File: src/rtl/psram_pkg.sv
// Shared definitions for the PSRAM AHB-Lite line buffer: FSM encodings, bus codes
// and the byte-lane helper used for write-hit merging.
package psram_pkg;

    typedef enum logic [2:0] {
        ST_IDLE   = 3'd0,
        ST_FILL_A = 3'd1,
        ST_FILL_D = 3'd2,
        ST_PASS_A = 3'd3,
        ST_PASS_D = 3'd4,
        ST_RESP   = 3'd5
    } psram_state_e;

    localparam logic [1:0] HTRANS_IDLE   = 2'b00;
    localparam logic [1:0] HTRANS_NONSEQ = 2'b10;
    localparam logic [1:0] HTRANS_SEQ    = 2'b11;

    localparam int CFG_BIT = 23;

    localparam logic [2:0] HSIZE_BYTE = 3'd0;
    localparam logic [2:0] HSIZE_HALF = 3'd1;
    localparam logic [2:0] HSIZE_WORD = 3'd2;

    // Byte lanes touched by a transfer of the given size at the given low address bits.
    function automatic logic [3:0] lane_mask(input logic [2:0] size, input logic [1:0] a);
        case (size)
            HSIZE_BYTE: lane_mask = 4'b0001 << a;
            HSIZE_HALF: lane_mask = a[1] ? 4'b1100 : 4'b0011;
            default:    lane_mask = 4'b1111;
        endcase
    endfunction

endpackage

File: src/rtl/psram_line_store.sv
// Storage for one cached line: one byte-enabled write port, one asynchronous read port.
module psram_line_store #(
    parameter int LINE_WORDS = 4,
    localparam int IW = $clog2(LINE_WORDS)
) (
    input  logic          HCLK,
    input  logic          HRESETn,
    input  logic          we,
    input  logic [3:0]    be,
    input  logic [IW-1:0] waddr,
    input  logic [31:0]   wdata,
    input  logic [IW-1:0] raddr,
    output logic [31:0]   rdata
);

    logic [31:0] mem [LINE_WORDS];

    always_ff @(posedge HCLK or negedge HRESETn) begin
        if (!HRESETn) begin
            for (int i = 0; i < LINE_WORDS; i++) mem[i] <= '0;
        end else if (we) begin
            for (int b = 0; b < 4; b++) begin
                if (be[b]) mem[waddr][8*b +: 8] <= wdata[8*b +: 8];
            end
        end
    end

    assign rdata = mem[raddr];

endmodule

File: src/rtl/psram_ahbl_line_buffer.sv
// Single-line read buffer with write-through between the system AHB-Lite master and
// the PSRAM slave. Data-space read hits complete with zero wait states.
module psram_ahbl_line_buffer
    import psram_pkg::*;
#(
    parameter int LINE_WORDS = 4,
    parameter int AW         = 24
) (
    input  logic         HCLK,
    input  logic         HRESETn,
    input  logic         s_HSEL,
    input  logic [31:0]  s_HADDR,
    input  logic [1:0]   s_HTRANS,
    input  logic [2:0]   s_HSIZE,
    input  logic         s_HWRITE,
    input  logic [31:0]  s_HWDATA,
    input  logic         s_HREADY,
    output logic         s_HREADYOUT,
    output logic [31:0]  s_HRDATA,
    output logic         m_HSEL,
    output logic [31:0]  m_HADDR,
    output logic [1:0]   m_HTRANS,
    output logic [2:0]   m_HSIZE,
    output logic         m_HWRITE,
    output logic [31:0]  m_HWDATA,
    input  logic         m_HREADY,
    input  logic [31:0]  m_HRDATA,
    input  logic         flush,
    output logic         hit,
    output logic         miss,
    output psram_state_e dbg_state
);

    localparam int IW  = $clog2(LINE_WORDS);
    localparam int OFF = IW + 2;
    localparam int TW  = AW - 1 - OFF;

    psram_state_e  state, state_nx;
    logic [31:0]   cap_addr;
    logic [2:0]    cap_size;
    logic          cap_write;
    logic          valid, flush_pend;
    logic [TW-1:0] tag;
    logic [IW-1:0] k, cnt;
    logic [31:0]   rdata_q;
    logic          hit_q, miss_q;

    logic          idle_like, accept, acc_cfg, acc_hit;
    logic [TW-1:0] s_tag, cap_tag;
    logic [IW-1:0] s_wi, cap_wi;
    logic          cap_cfg, fill_last, fill_step, fill_done, pass_done, wr_hit;
    logic          st_we;
    logic [3:0]    st_be;
    logic [IW-1:0] st_waddr;
    logic [31:0]   st_wdata, st_rdata;

    assign s_tag   = s_HADDR[AW-2:OFF];
    assign s_wi    = s_HADDR[OFF-1:2];
    assign cap_tag = cap_addr[AW-2:OFF];
    assign cap_wi  = cap_addr[OFF-1:2];
    assign cap_cfg = cap_addr[AW-1];

    // Only IDLE and RESP present HREADYOUT=1, so only they may take a new address phase.
    assign idle_like = (state == ST_IDLE) || (state == ST_RESP);
    assign accept    = s_HSEL && s_HREADY && idle_like &&
                       ((s_HTRANS == HTRANS_NONSEQ) || (s_HTRANS == HTRANS_SEQ));
    assign acc_cfg   = s_HADDR[AW-1];
    assign acc_hit   = !s_HWRITE && !acc_cfg && valid && (s_tag == tag);

    assign fill_last = (cnt == IW'(LINE_WORDS - 1));
    assign fill_step = (state == ST_FILL_D) && m_HREADY;
    assign fill_done = fill_step && fill_last;
    assign pass_done = (state == ST_PASS_D) && m_HREADY;
    assign wr_hit    = pass_done && cap_write && !cap_cfg && valid && (cap_tag == tag);

    // The store is written by fill words (full word) or by a write-hit merge (byte lanes).
    assign st_we    = fill_step || wr_hit;
    assign st_be    = fill_step ? 4'b1111 : lane_mask(cap_size, cap_addr[1:0]);
    assign st_waddr = fill_step ? k : cap_wi;
    assign st_wdata = fill_step ? m_HRDATA : m_HWDATA;

    psram_line_store #(.LINE_WORDS(LINE_WORDS)) u_store (
        .HCLK    (HCLK),
        .HRESETn (HRESETn),
        .we      (st_we),
        .be      (st_be),
        .waddr   (st_waddr),
        .wdata   (st_wdata),
        .raddr   (s_wi),
        .rdata   (st_rdata)
    );

    always_comb begin
        state_nx    = state;
        s_HREADYOUT = 1'b0;
        m_HSEL      = 1'b0;
        m_HTRANS    = HTRANS_IDLE;
        m_HADDR     = '0;
        m_HSIZE     = '0;
        m_HWRITE    = 1'b0;
        case (state)
            ST_IDLE, ST_RESP: begin
                s_HREADYOUT = 1'b1;
                state_nx    = ST_IDLE;
                if (accept) begin
                    if (s_HWRITE || acc_cfg) state_nx = ST_PASS_A;
                    else if (!acc_hit)       state_nx = ST_FILL_A;
                end
            end
            ST_FILL_A: begin
                m_HSEL   = 1'b1;
                m_HTRANS = HTRANS_NONSEQ;
                m_HADDR  = {cap_addr[31:OFF], k, 2'b00};
                m_HSIZE  = HSIZE_WORD;
                if (m_HREADY) state_nx = ST_FILL_D;
            end
            ST_FILL_D: begin
                if (m_HREADY) state_nx = fill_last ? ST_RESP : ST_FILL_A;
            end
            ST_PASS_A: begin
                m_HSEL   = 1'b1;
                m_HTRANS = HTRANS_NONSEQ;
                m_HADDR  = cap_addr;
                m_HSIZE  = cap_size;
                m_HWRITE = cap_write;
                if (m_HREADY) state_nx = ST_PASS_D;
            end
            ST_PASS_D: begin
                if (m_HREADY) state_nx = ST_RESP;
            end
            default: state_nx = ST_IDLE;
        endcase
    end

    always_ff @(posedge HCLK or negedge HRESETn) begin
        if (!HRESETn) begin
            state      <= ST_IDLE;
            cap_addr   <= '0;
            cap_size   <= '0;
            cap_write  <= 1'b0;
            valid      <= 1'b0;
            flush_pend <= 1'b0;
            tag        <= '0;
            k          <= '0;
            cnt        <= '0;
            rdata_q    <= '0;
            hit_q      <= 1'b0;
            miss_q     <= 1'b0;
            m_HWDATA   <= '0;
        end else begin
            state  <= state_nx;
            hit_q  <= accept && acc_hit;
            miss_q <= accept && !s_HWRITE && !acc_cfg && !acc_hit;
            if (accept) begin
                cap_addr  <= s_HADDR;
                cap_size  <= s_HSIZE;
                cap_write <= s_HWRITE;
                k         <= s_wi;
                cnt       <= '0;
            end
            if (accept && acc_hit) rdata_q <= st_rdata;
            // Master holds HWDATA through the stalled data phase; latch it for PASS_D.
            if (state == ST_PASS_A) m_HWDATA <= s_HWDATA;
            if (fill_step) begin
                if (cnt == '0) rdata_q <= m_HRDATA;
                k   <= k + 1'b1;
                cnt <= cnt + 1'b1;
            end
            if (pass_done && !cap_write) rdata_q <= m_HRDATA;

            if (fill_done) begin
                valid      <= !(flush_pend || flush);
                tag        <= cap_tag;
                flush_pend <= 1'b0;
            end else if (pass_done) begin
                if ((cap_write && cap_cfg) || flush_pend || flush) valid <= 1'b0;
                flush_pend <= 1'b0;
            end else if (flush) begin
                if (idle_like) valid <= 1'b0;
                else           flush_pend <= 1'b1;
            end
        end
    end

    assign s_HRDATA  = rdata_q;
    assign hit       = hit_q;
    assign miss      = miss_q;
    assign dbg_state = state;

endmodule

File: config.mk
export PLATFORM = sky130hd
export DESIGN_NAME = psram_ahbl_line_buffer
export DESIGN_NICKNAME = d
export VERILOG_FILES = /design/src/rtl/psram_pkg.sv /design/src/rtl/psram_line_store.sv /design/src/rtl/psram_ahbl_line_buffer.sv
export SDC_FILE = /design/constraint.sdc
export NUM_CORES = 1
export LEC_CHECK = 0
export CAP_MARGIN = 15
export CORE_MARGIN = 4
export CORE_UTILIZATION = 40
export CTS_BUF_LIST = sky130_fd_sc_hd__clkbuf_8
export DETAILED_ROUTE_END_ITERATION = 6
export GPL_TIMING_DRIVEN = 0
export RECOVER_POWER = 100
export SYNTH_ARGS = -nofsm -noshare
export SYNTH_HDL_FRONTEND = slang
export SYNTH_SLANG_ARGS = --single-unit
File: constraint.sdc
create_clock -name HCLK -period 3 [get_ports HCLK]
set_input_delay 0.6 -clock HCLK [delete_from_list [all_inputs] [get_ports HCLK]]
set_output_delay 0.6 -clock HCLK [all_outputs]
set_load 0.01 [all_outputs]
==> out/qor.txt, run 1 <==
Yosys warning total: 0
Avg Inst Size Synth: 11.80 um2
post-synthesis cell count: 1080
CTS root buf: clkbuf_8
M1 WL: 17350 um
final worst path period share: 0.9676
met2 WL: 17030 um
RSZ-0062 raised after global routing: false
worst skew pair latency: 0.56 ns
Vias/cell: 5.364
PwrDens: 947.3 mW/mm2
Starting Density: 0.4050
Syn Std Cell Area: 0.01275 mm2
Die H: 186.5 um
# fillers: 2815
I/O Pins: 217
Pleak: 7.197 nW
die footprint: 0.03478 mm2
vias in the first global route: 10000
post-layout util: 0.5148
1st-iter DRT viols: 548
Clock Sinks: 258
dpl hpwl: 25340 um
distinct cell type count after synthesis: 61
Net Count, Synth: 1190
slew margin rel.: -0.3215
Num CTS Buffers: 46
WS Path Type: register to output pin
WP data arrival: 2.30 ns
slowest CP cell: clkdlybuf4s50_1
Reg area: 0.006457 mm2
status: finished, violations left
clock buffer depth: 3
P&R area growth vs syn: 27.11%
maximum VDD drop: 0.0004662 V
Main synth FF type: dfrtp_1
wire length on met3: 2046 um
crit path time final: 2.903 ns
final WL: 37050 um
TritonCTS clock tree: done
total gr overflow: 0
CP Launch Type: register
Final Hold Fails: 0
Global Route Usage Sum: 0.2089
DIE WIDTH: 186.5 um
Seq cells post-synth: 258
IO buf count: 212
level count of the clock H-tree: 2
Vias: 9527
Worst path max stage delay: 0.59 ns
largest net degree at the start of global routing: 116
average wire per standard cell: 20.86 um
MaxCap Viol Count: 1
Core ar.: 0.03147 mm2
largest fanout on the critical path: 10
share of post-route cells with drive strength above 1: 0.2271
post-synthesis async set-or-reset flop share: 1.000
Initial DRT Pass Iterations: 4
number of remaining DRC errors: 0
# diodes: 0
setup_tns: 0 ns
FMAX: 344.5 MHz
final antenna-violating net count: 0
Worst EP required: 2.40 ns
failing checks: max-capacitance violations, max-slew violations
highest routed layer: met4
nets: 1453
Multi-input gate area: 0.005788 mm2
post-CTS setup buffer count: 0
first-pass GRT wire length: 58330 um
Hold Crit Class: register to register
number of flops mapped to enable cells by yosys: 0
worst slew pin tran: 1.982 ns
Placer Congestion: 0.8119
antenna violations before repair: 0
register clock-pin slew on the reported worst setup and hold paths: 0.06 ns
worst path cell trace: buf_4 > clkbuf_2 > mux2i_1 > nor2_1 > clkdlybuf4s50_1
Worst Skew: 0.02924 ns
num rows: 65
final setup vio count: 0
Final Slew Violations: 38
element type at the critical path end: output pin
register area share after synthesis: 0.5065
[cells by family (layout without fill, tap and decap cells)]
| logic type | after synthesis | in the layout | share of synthesized area |
|---|---|---|---|
| and+or+nand+nor | 361 | 361 | 0.1352 |
| DFF | 258 | 258 | 0.5065 |
| muxes | 214 | 214 | 0.2218 |
| AOI/OAI and AO/OA | 127 | 127 | 0.07991 |
| buffers and inverters | 84 | 378 | 0.03171 |
| xor gates and xnor gates | 33 | 33 | 0.02268 |
| adders and majority gates | 2 | 2 | 0.001963 |
| other | 1 | 1 | 0.0002942 |
[registers in the layout, summed over array words and instances, names as in the netlist]
signal and cells:
u_store.mem 128, cap_addr 32, m_HWDATA 32, s_HRDATA 32, tag 19, cap_size 3, dbg_state 3, cnt 2
k 2, cap_write 1, flush_pend 1, hit 1, miss 1, valid 1
[synth_stat cells, types with 7 or more instances]
library cell  instances  share of area
clkbuf_1             36          0.011
mux2_2              152           0.13
a22oi_1               7         0.0041
and2_1               32          0.016
mux4_2               32          0.057
buf_1                 7         0.0021
dfrtp_1             258           0.51
o21ai_0              42          0.016
nand2_1             192          0.057
a31oi_1              32          0.016
xnor2_1              16          0.011
xor2_1               17          0.012
inv_1                 9         0.0027
nor2b_1              12         0.0059
a41oi_4              10          0.022
buf_2                19         0.0075
and3_1                8         0.0039
mux2_1               11         0.0097
nor2_1               43          0.013
nand4_1              45          0.022
mux2_4               16          0.019
buf_4                 7         0.0041
o211ai_1              8         0.0047
[power by group]
group / internal [mW] / switching, mW
Clock: 1.60 / 1.46
Combinational: 3.29 / 2.91
Sequential: 5.04 / 1.03
Total: 9.94 / 5.41
[timing repair]
action | 4_1_cts | 5_1_grt
hold endpoints to repair | 37 | 0
setup endpoints to repair | 34 | 43
hold buffers | 1 | 0
gates resized for setup | 18 | 6
[area by class of cell]
cell class                      instances  share of cell area
Inverter                                9            0.002240
Clock buffer                           53             0.04502
Multi-Input combinational cell        738              0.3572
Sequential cell                       258              0.3986
Timing Repair Buffer                  215              0.1346
Clock inverter                         26            0.007259
Tap cell                              402             0.03104
Buffer                                 75             0.02402
[critical path, delay by kind of cell, from the launching register on]
family / cells / cell delay [ns]
buffers and inverters: 3 / 0.98
DFF: 1 / 0.42
and+or+nand+nor: 1 / 0.20
muxes: 1 / 0.16
[worst paths after layout]
check                        startpoint          endpoint  slack [ns]  depth (start not counted)
hold / removal             cap_addr[25]      cap_addr[25]        0.47                          2
setup reg to reg                tag[12]  u_store.mem[121]         0.1                          6
min in group asynchronous       HRESETn            tag[9]        1.25                          2
max in group asynchronous       HRESETn   u_store.mem[51]        0.34                          3
setup / recovery           dbg_state[1]        m_HADDR[2]         0.1                          5
hold reg to reg            cap_addr[25]      cap_addr[25]        0.47                          2
[through the flow]
step	cells	setup WS [ns]	power, mW	hold WS, ns	instance area, um2
CTS	1776	0.02556	15.64	0.4683	16330
detailed placement	1696	-0.4166	12.43	0.4546	15430
global placement	1694	-10.34	12.28	0.4501	15370
global route	1776	0.007807	16.38	0.4888	16200
floorplan	1080	0.8047	9.746	0.3044	12750
finish	1776	0.09713	15.35	0.4691	16200
[cells in the final DEF, fill, tap and decap left out, drive strengths merged, types with 13 or more instances in the layout]
master,Yosys,final
nor2b,13,13
dfrtp,258,258
clkbuf,37,100
mux4,32,32
xnor2,16,16
mux2,179,179
buf,38,30
clkdlybuf4s50,0,202
a31oi,32,32
nand2,192,192
inv,9,27
o21ai,45,45
nor2,44,44
and2,32,32
xor2,17,17
nand4,45,45
[per-layer routing]
metal  up-vias  global-route usage
met5         -                   0
met4         0             0.04323
met3        51             0.04340
met2       294              0.3313
met1      4792              0.3007
li1       4390                   -
No activity file was read; power rests on OpenSTA's default activity.
==> run 2, diff against run 1 <==
- GPL_ROUTABILITY_DRIVEN: unset -> 0
- PLACE_DENSITY_LB_ADDON: unset -> 0.12
==> out/qor.txt, run 2 (synthesis gave the netlist of run 1 again) <==
Worst R2R Start: dbg_state[1]
nets: 1456
share of post-route cells with drive strength above 1: 0.2267
CP Launch Type: primary input
DIE WIDTH: 186.5 um
IO buf count: 212
level count of the clock H-tree: 2
P&R area growth vs syn: 27.34%
CTS root buf: clkbuf_8
maximum VDD drop: 0.0004413 V
total gr overflow: 0
worst slew pin tran: 0.9655 ns
final worst path period share: 0.9908
final cell count without fillers: 1778
average wire per standard cell: 20.74 um
element type at the critical path end: register
worst reg-to-reg path cell count: 9
WP data arrival: 3.36 ns
hold_ws: 0.4673 ns
number of remaining DRC errors: 0
worst skew pair latency: 0.56 ns
Top reg by flops: u_store.mem
reg-to-reg slack, setup: 0.17 ns
commonest non-fill, non-tap cell in the layout: dfrtp_1
final setup vio count: 0
Global Route Usage Sum: 0.2073
number of flip-flops in the largest register: 128
Worst Skew: 0.02067 ns
Placed Instances: 1696
antenna violations before repair: 0
die footprint: 0.03478 mm2
dpl hpwl: 25170 um
1st-iter DRT viols: 543
Clock Sinks: 258
RSZ-0062 raised after global routing: false
WS Path Type: primary input to register
Pleak: 7.236 nW
Worst EP required: 3.39 ns
final antenna-violating net count: 0
Hold Crit Class: register to register
Vias: 9526
Num CTS Buffers: 47
Hold Path Stages: 2
Worst Hold End: cap_addr[29]
PwrDens: 936.3 mW/mm2
Die H: 186.5 um
commonest cells after routing, fill and taps aside: 257 x dfrtp_1, 190 x nand2_1, 152 x mux2_2
# diodes: 0
vias in the first global route: 10050
Core ar.: 0.03147 mm2
num rows: 65
TritonCTS clock tree: done
MaxCap Viol Count: 0
largest net degree at the start of global routing: 99
I/O Pins: 217
Final Hold Fails: 0
final WL: 36870 um
Starting Density: 0.4050
register clock-pin slew on the reported worst setup and hold paths: 0.06 ns
clock buffer depth: 3
Final Slew Violations: 0
FMAX: 336.4 MHz
Vias/cell: 5.358
source of the worst hold timing path: cap_addr[29]
Design Power: 15.20 mW
slew margin rel.: 0.3514
crit path time final: 2.972 ns
largest fanout on the critical path: 10
first-pass GRT wire length: 57830 um
reg-to-reg endpoint: u_store.mem[53]
Initial DRT Pass Iterations: 7
status: finished clean
## run 2: cell count changes in the layout (fill, tap and decap cells not counted), sizes merged, moves of 2 or more
cell	previous run	this run
clkinv	6	4
clkdlybuf4s50	202	134
dlygate4sd3	8	76
clkbuf	100	106
## run 2: where the power goes
part           internal (mW)  total (mW)  switching, mW
Combinational           3.14        6.03           2.89
Clock                   1.65        3.11           1.46
Sequential              5.04        6.06           1.01
## run 2: repair_timing
action / CTS / global route
setup buffers: 0 / 2
resized for setup: 21 / 4
pin swaps: 0 / 0
hold buffers: 1 / 0
hold endpoints to repair: 5 / 0
endpoints found under the setup margin: 34 / 32
## run 2: cell type report
| type | count | area [um2] |
|---|---|---|
| inverter | 9 | 36.28 |
| timing repair buffer | 217 | 2188 |
| tap | 402 | 503.0 |
| buffer | 75 | 391.6 |
| fill | 2871 | 15240 |
| sequential | 258 | 6457 |
| clock buffer | 55 | 757.0 |
| multi-input combinational | 738 | 5798 |
| clock inverter | 24 | 98.84 |
## run 2: per-layer routing
layer,routed length (um),GRT usage,vias to the layer above
li1,-,-,4394
met4,652,0.05518,0
met3,2306,0.04190,53
met1,16680,0.2947,4780
met2,17230,0.3278,299
met5,0,0,-
## run 2: per-stage QoR
| stage | instance area (um2) | setup slack (ns) | setup TNS, ns | utilization |
|---|---|---|---|---|
| floorplan | 12750 | 0.8047 | 0 | - |
| global placement | 15370 | -10.37 | -2682.26 | 0.4884 |
| detailed placement | 15430 | -0.5300 | -17.40 | 0.4903 |
| CTS | 16350 | 0.02980 | 0 | 0.5194 |
| global route | 16230 | 0.005441 | 0 | 0.5157 |
| finish | 16230 | 0.02760 | 0 | 0.5157 |
## run 2: critical path, stage by stage
cell and delay, ns:
clkdlybuf4s50_1 0.47, nor2b_1 0.16, a2111oi_0 0.66, nand4_1 0.56, clkbuf_1 0.41, o21ai_0 0.36, a31oi_1 0.13
## run 2: worst max path at each step
stage               cells after the start          endpoint         start  slack [ns]
floorplan                               7  u_store.mem[120]      m_HREADY        0.80
global route                            6        m_HADDR[9]  dbg_state[0]       0.005
global placement                        1      s_HRDATA[19]       HRESETn      -10.37
detailed placement                      7      s_HRDATA[18]      s_HWRITE       -0.53
finish                                  7      s_HRDATA[11]    s_HADDR[5]        0.03
CTS                                     6        m_HADDR[9]  dbg_state[2]        0.03
==> run 3, diff against run 2 <==
- HOLD_SLACK_MARGIN: unset -> 0.15
==> results of run 3 <==
Same layout as run 2: the final DEF is identical, and so are final timing and power.
